`config.mk`:
```
export PLATFORM = sky130hd
export DESIGN_NAME = serial_frame_demux
export DESIGN_NICKNAME = d
export VERILOG_FILES = /design/src/rtl/serial_frame_pkg.sv /design/src/rtl/serial_frame_demux_sipo.sv /design/src/rtl/serial_frame_demux.sv
export SDC_FILE = /design/constraint.sdc
export NUM_CORES = 1
export LEC_CHECK = 0
export ABC_CLOCK_PERIOD_IN_PS = 1500
export CORE_ASPECT_RATIO = 0.75
export CORE_MARGIN = 5
export CORE_UTILIZATION = 36
export CTS_CLUSTER_DIAMETER = 100
export DETAILED_ROUTE_END_ITERATION = 12
export DONT_BUFFER_PORTS = 1
export PLACE_DENSITY = 0.58
export SYNTH_ARGS = -nofsm -noshare
export SYNTH_HDL_FRONTEND = slang
export SYNTH_SLANG_ARGS = --single-unit
```
`constraint.sdc`:
```
create_clock -name Clk -period 1.5 [get_ports Clk]
set_clock_uncertainty 0.05 [all_clocks]
set_input_delay 0.225 -clock Clk [delete_from_list [all_inputs] [get_ports Clk]]
set_output_delay 0.225 -clock Clk [all_outputs]
set_load 0.01 [all_outputs]
```
`src/rtl/serial_frame_pkg.sv`:
```
// serial_frame_pkg: shared state type and sizing helpers for the serial frame demux
package serial_frame_pkg;
  typedef enum logic [2:0] {IDLE, PORT, LEN, DATA, STOP, ERROR} state_t;
  function automatic int num_ports(input int port_bits);
    return 1 << port_bits;
  endfunction
  function automatic int max3(input int a, input int b, input int c);
    return (a > b) ? ((a > c) ? a : c) : ((b > c) ? b : c);
  endfunction
  function automatic int frame_len(input int port_bits, input int len_bits, input int data_bits, input int n);
    return 2 + port_bits + len_bits + n * data_bits;
  endfunction
endpackage

```
`src/rtl/serial_frame_demux_sipo.sv`:
```
// sipo_shifter: serial-in parallel-out shift register with enable and sync clear
module sipo_shifter #(
  parameter int WIDTH = 8
) (
  input  logic             clk,
  input  logic             reset,
  input  logic             clr,
  input  logic             en,
  input  logic             din,
  output logic [WIDTH-1:0] q
);
  // shift left so the first bit received ends up most significant
  always_ff @(posedge clk)
    if (reset || clr) q <= '0;
    else if (en) q <= {q[WIDTH-2:0], din};
endmodule

```
`src/rtl/serial_frame_demux.sv`:
```
// serial_frame_demux: decodes framed serial messages into per-port parallel words
module serial_frame_demux
  import serial_frame_pkg::*;
#(
  parameter int PORT_BITS = 2,
  parameter int LEN_BITS  = 4,
  parameter int DATA_BITS = 8,
  parameter int CNT_BITS  = 8,
  localparam int NUM_PORTS = num_ports(PORT_BITS)
) (
  input  logic                 Clk,
  input  logic                 reset,
  input  logic                 serIn,
  output logic [DATA_BITS-1:0] dataOut,
  output logic [PORT_BITS-1:0] portSel,
  output logic [NUM_PORTS-1:0] outValid,
  output logic                 busy,
  output logic                 done,
  output logic                 error,
  output logic [CNT_BITS-1:0]  errCount
);
  localparam int W  = max3(PORT_BITS, LEN_BITS, DATA_BITS);
  localparam int BW = $clog2(W) + 1;
  state_t state;
  logic [W-1:0] sh;
  logic [W-1:0] nxt;
  logic [BW-1:0] bcnt;
  logic [LEN_BITS-1:0] wcnt;
  logic shift_en, last, unused_msb;
  assign shift_en = state inside {PORT, LEN, DATA};
  assign nxt = {sh[W-2:0], serIn};
  assign unused_msb = sh[W-1];
  sipo_shifter #(.WIDTH(W)) u_sipo (
    .clk(Clk),
    .reset(reset),
    .clr(state == IDLE || state == ERROR),
    .en(shift_en),
    .din(serIn),
    .q(sh)
  );
  // the field currently being shifted ends on this cycle's bit
  always_comb last = (state == PORT) ? bcnt == BW'(PORT_BITS - 1) :
                     (state == LEN)  ? bcnt == BW'(LEN_BITS - 1) :
                                       bcnt == BW'(DATA_BITS - 1);
  // frame sequencing, word assembly and error accounting
  always_ff @(posedge Clk)
    if (reset) begin
      state    <= IDLE;
      dataOut  <= '0;
      portSel  <= '0;
      outValid <= '0;
      busy     <= 1'b0;
      done     <= 1'b0;
      error    <= 1'b0;
      errCount <= '0;
      bcnt     <= '0;
      wcnt     <= '0;
    end else begin
      outValid <= '0;
      done     <= 1'b0;
      bcnt     <= (shift_en && !last) ? bcnt + BW'(1) : '0;
      case (state)
        IDLE: if (!serIn) begin
          state <= PORT;
          busy  <= 1'b1;
        end
        PORT: if (last) begin
          portSel <= nxt[PORT_BITS-1:0];
          state   <= LEN;
        end
        LEN: if (last) begin
          wcnt  <= nxt[LEN_BITS-1:0];
          state <= (nxt[LEN_BITS-1:0] == '0) ? STOP : DATA;
        end
        DATA: if (last) begin
          dataOut  <= nxt[DATA_BITS-1:0];
          outValid <= NUM_PORTS'(1) << portSel;
          wcnt     <= wcnt - LEN_BITS'(1);
          state    <= (wcnt == LEN_BITS'(1)) ? STOP : DATA;
        end
        STOP: if (serIn) begin
          done  <= 1'b1;
          busy  <= 1'b0;
          state <= IDLE;
        end else begin
          error    <= 1'b1;
          errCount <= (errCount == '1) ? errCount : errCount + CNT_BITS'(1);
          state    <= ERROR;
        end
        ERROR: if (serIn) begin
          error <= 1'b0;
          busy  <= 1'b0;
          state <= IDLE;
        end
        default: state <= IDLE;
      endcase
    end
endmodule
```
======== Word-level counts from Yosys, hierarchy flattened ========
Index checks and enable logic that the tools add are counted.
cells by class
  shift operators ......................... 1
  reduce and logical (&&, ||, !) cells .... 21
  add/subtract/negate cells ............... 3
  equal/unequal tests ..................... 17
  bitwise logic cells ..................... 6
  muxes and demuxes ....................... 19
operators with widths
  kind                   number
  $mux W3                8
  $pmux W3 S6            1
  $ne A2 B2 Y1 const B   6
  $reduce_and A3 Y1      4
  $add A8 B1 Y8 const B  1
  $eq A4 B1 Y1 const B   2
  $eq A8 B8 Y1 const B   1
  $mux W4                2
  $pmux W4 S2            1
  $eq A3 B2 Y1 const B   2
  $eq A3 B3 Y1 const B   2
  $not A1 Y1             6
  $reduce_bool A2 Y1     3
  $reduce_or A2 Y1       3
  $mux W1                5
  $reduce_and A5 Y1      1
  $add A4 B1 Y4 const B  1
  $eq A4 B2 Y1 const B   1
  $eq A4 B3 Y1 const B   1
  $logic_not A4 Y1       1
  $pmux W1 S2            2
  $reduce_and A2 Y1      2
  $shl A1 B2 Y4 const A  1
  $sub A4 B1 Y4 const B  1
  8 further kinds        9
word-level totals
  register bits after elaboration ......... 43
  input bits .............................. 3
  output and inout port bits .............. 25
  logic and storage cells ................. 78

======== Depth between registers and ports, before layout ========
  depth after elaboration ................. 7
  depth in mapped cells ................... 6
  depth with buffers taken out ............ 6

======== Hierarchy ========
From an unflattened synthesis, not the netlist that was laid out.
unflattened totals
  cells, all modules ...................... 225
  area, all modules ....................... 2040.7 um^2
by module, submodules not included
  module              area an instance (um^2)  seq. area each (um^2)  instances  cells an instance
  serial_frame_demux  1745.4                   720.7                  1          198
  sipo_shifter        295.3                    160.2                  1          27

======== Worst setup path after synthesis ========
Ideal clock, no wire load.
  kind .................................... register to register
  start ................................... register errCount[0]
  end ..................................... register errCount[1]
  period minus slack after synthesis ...... 1606 ps
  setup time .............................. 128 ps
  path buffers ............................ 0
  data required time ...................... 1322 ps
  stages on the path, launching flop included .. 6
  arrival ................................. 1428 ps
  slack ................................... -106 ps
  cells stage by stage .................... dfxtp_1 ha_1 nand4_1 o21ai_0 mux2i_1 nor2_1
on the way
  cells in the longest elaborated chain, start to end .. 3
  elaborated cells between the ends (all ways) .. 4
  classes of those cells .................. 1 x add/sub; 1 x eq/ne; 1 x bitwise; 1 x reduce/logical
ends and longest elaborated chain
  element                                                RTL line                  source
  start, declared                                        serial_frame_demux.sv:20  output logic [CNT_BITS-1:0] errCount
  start signal, assigned                                 serial_frame_demux.sv:87  errCount <= (errCount == '1) ? errCount : errCount + CNT_BITS'(1);
  branches (longest 3 deep; another with $add A8 B1 Y8)  --
Several ways; the timed one is not identified.
A chain may end at the register's enable or synchronous reset.

======== Final worst setup path ========
  start ................................... register state[1]
  end ..................................... register errCount[6]
on the way
  cells in the longest elaborated chain, start to end .. 2
ends and longest elaborated chain
  element                             RTL line                  source
  start, declared                     serial_frame_demux.sv:24  state_t state;
  start signal, assigned              serial_frame_demux.sv:73  state <= (nxt[LEN_BITS-1:0] == '0) ? STOP : DATA;
  start signal, assigned              serial_frame_demux.sv:79  state <= (wcnt == LEN_BITS'(1)) ? STOP : DATA;
  $eq A3 B3 Y1                        serial_frame_demux.sv:62  case (state)
  $reduce_and A3 Y1 (no source line)  --
No other way between the ends.

==> results.tsv <==
metric	value	unit
status	finished with violations	
failing checks	setup timing	
hold_sp	serIn	
Slew Viols, Final	0	
crit-path max FO	4	
RSZ-0062 raised after global routing	true	
antenna violations before repair	0	
Overflow after GRT	0	
Vias	1682	
Max Clk Rate	637.7	MHz
Peak supply drop	0.4552	mV
Startpoint Class	flop	
synthesized instance count	219	
DRT Pass-1 Iters	4	
Most used DFF post-synth	dfxtp_1	
Worst Hold Class	input pin to flop	
Max H-tree Level	2	
ant diodes	0	
input/output buffers	0	
vias in the first global route	1645	
first-pass GRT wire length	7817	um
power density cells	874.8	nW/um2
RR Endpoint	errCount[6]$_SDFFE_PP0P_	
vias per std cell	5.051	
Layout area overhead	32.00	%
CTS tree	yes	
Initial Util	37.33	%
clk sinks	43	
largest net degree at the start of global routing	35	
Syn Nets	226	
wire length per cell	14.60	um
initial drt markers	72	
clock buffer depth	2	
Yosys cell types	53	
max cap viols	0	
share of cells above drive strength 1	34.11	%
worst slew pin tran	366.1	ps
Synth Warn #	0	
area of the mapped netlist	1998	um2
setup slack at placement	-148.9	ps
Final Hold Fails	0	
Cells after DPL	321	
Crit. End Element	flop	
die footprint	7156	um2
Final Non-Filler Cells	333	
RD Place Congestion	0.8639	
Layout Nets	264	
R2R Setup Slk	-70	ps
Crit path arrival time	1750	ps
num ports	28	
fin worst setup slack	-68.24	ps
slowest CP cell	or4_1	
Rows	23	
Final setup viols	12	
P_leak	0.9734	nW
critical path class	flop to flop	
delay of the slowest cell on the worst path	470	ps
part of the cycle the worst path needs	104.5	%
final WL	4863	um
GR Util met2	21.81	%
cell family with most CP delay	simple AND/OR/NAND/NOR gates	
sequential area share after synthesis	43.08	%
Post-synth EDFFs	0	
clk_lat worst skew	300	ps
CTS root buf	clkbuf_8	
Num CTS Buffers	5	
Max-slew headroom	75.56	%
Bufs and invs on worst path	1	
met1 Usage GRT	18.62	%
Residual DRC	0	
All-Layer GR Usage	14.08	%
Yosys reg bits	43	
Worst Hold Path Cells	2	
GR peak layer	met2	
M3 GR Usage	4.146	%
die height	74.52	um
Worst-path clk slew	90	ps
die width	96.03	um
Core Footprint	5353	um2
Hold EP	wcnt[0]$_SDFFE_PP0P_	
Tmin final	1568	ps
Reg2Reg Depth	5	
Mapped Avg Cell Area	9.124	um2
Required @ worst endpoint	1680	ps
RR Startpoint	state[1]$_SDFFE_PP0P_	
antenna-violating nets left	0	
Power Total	2.307	mW
crit-path cells	buf_6, nor4b_4, o211ai_4, or4_1, o21ai_1	
Post-DP HPWL	3122	um
post-synthesis async set-or-reset flop share	0	%
cell usage in the layout (no fill, tap or decap), types with 3 or more instances in the layout:
master	count
nor2_1	33
o21ai_1	3
a21oi_1	8
mux2i_1	12
nand2_1	9
buf_4	41
o21ai_0	5
dfxtp_2	8
inv_1	5
clkbuf_8	5
a31oi_1	8
nor3b_1	7
nand2b_1	5
dfxtp_1	33
o21a_1	3
nand3_1	4
xor2_1	5
synth_stat cells, types with 2 or more instances:
cell / count / area, um2
buf_4: 2 / 15.01
inv_1: 6 / 22.52
nor3b_1: 7 / 52.55
nor4bb_1: 2 / 20.02
nand4_1: 2 / 12.51
o21a_1: 3 / 22.52
buf_2: 2 / 10.01
nand2b_1: 5 / 31.28
nand3_1: 5 / 25.02
xor2_1: 5 / 43.79
nor2b_1: 2 / 12.51
a21oi_1: 8 / 40.04
or4_1: 3 / 22.52
a31oi_1: 8 / 50.05
nor3_1: 3 / 15.01
xnor2_1: 2 / 17.52
mux2i_1: 12 / 120.1
nor2_1: 36 / 135.1
dfxtp_1: 43 / 860.8
o21ai_0: 9 / 45.04
ha_1: 4 / 50.05
nand2_1: 9 / 33.78
nand3b_1: 2 / 15.01
clkbuf_1: 9 / 33.78
and4_1: 2 / 17.52
report_power, final:
part | leakage, nW | switching (mW) | total [mW] | internal, mW
clock | 0.0412 | 0.415 | 0.741 | 0.326
sequential | 0.352 | 0.0453 | 1.21 | 1.17
combinational | 0.580 | 0.186 | 0.353 | 0.168
layer usage:
metal / vias to the layer above / wire length [um]
met1: 788 / 2329
met3: 6 / 326
met4: 0 / 55
met5: - / 0
li1: 856 / -
met2: 32 / 2151
what timing repair did:
action	4_1_cts	5_1_grt
gates cloned	0	1
endpoints found under the setup margin	41	29
setup buffers	1	1
gates resized for setup	16	24
endpoints found under the hold margin	34	0
pin swaps	2	9
hold buffers	1	0
cells by family (layout without fill, tap and decap cells):
family                   count (synthesis)  count (layout)  share of synthesized area (%)
AND/OR/NAND/NOR                         91              91                          26.17
flip-flops                              43              43                          43.08
AO/OA/AOI/OAI                           41              41                          13.96
buffers and inverters                   20              59                          4.633
multiplexers                            13              13                          6.575
XOR/XNOR                                 7               7                          3.068
adder cells (fa/ha/maj)                  4               4                          2.505
final cells by class:
class	count	area [um2]
Fill cell	505	2715
Multi-Input combinational cell	156	1174
Sequential cell	43	878.3
Timing Repair Buffer	45	384.1
Tap cell	75	93.84
Clock buffer	6	72.57
Inverter	6	22.52
Clock inverter	2	12.51
per-stage QoR:
stage	hold slack [ps]	setup TNS, ps	util, %	area, um2
6_report	22.02	-419.0	49.28	2638
5_1_grt	33.80	-1854	49.28	2638
4_1_cts	19.89	-130.6	46.63	2496
3_5_place_dp	251.0	-2566	43.92	2351
3_3_place_gp	247.3	-2546	43.92	2351
2_1_floorplan	355.5	0	-	2008
sequential cells by signal, indices dropped and copies added (netlist names), 2 cells and up:
| signal | cells |
|---|---|
| bcnt | 4 |
| dataOut | 8 |
| errCount | 8 |
| outValid | 4 |
| portSel | 2 |
| state | 3 |
| u_sipo.q | 7 |
| wcnt | 4 |
how the worst max path moves through the flow:
stage | startpoint | end | slack [ps] | cells past startpoint
after global placement | state[0]$_SDFFE_PP0P_ | outValid[1]$_SDFF_PP0_ | -180 | 4
after global routing | state[1]$_SDFFE_PP0P_ | errCount[6]$_SDFFE_PP0P_ | -170 | 5
after floorplan | wcnt[1]$_SDFFE_PP0P_ | state[0]$_SDFFE_PP0P_ | 2 | 6
after detailed placement | state[0]$_SDFFE_PP0P_ | outValid[2]$_SDFF_PP0_ | -150 | 4
after CTS | state[1]$_SDFFE_PP0P_ | errCount[6]$_SDFFE_PP0P_ | -80 | 5
final | state[1]$_SDFFE_PP0P_ | errCount[6]$_SDFFE_PP0P_ | -70 | 5
Note: power is estimated with default switching activity, not from simulation.
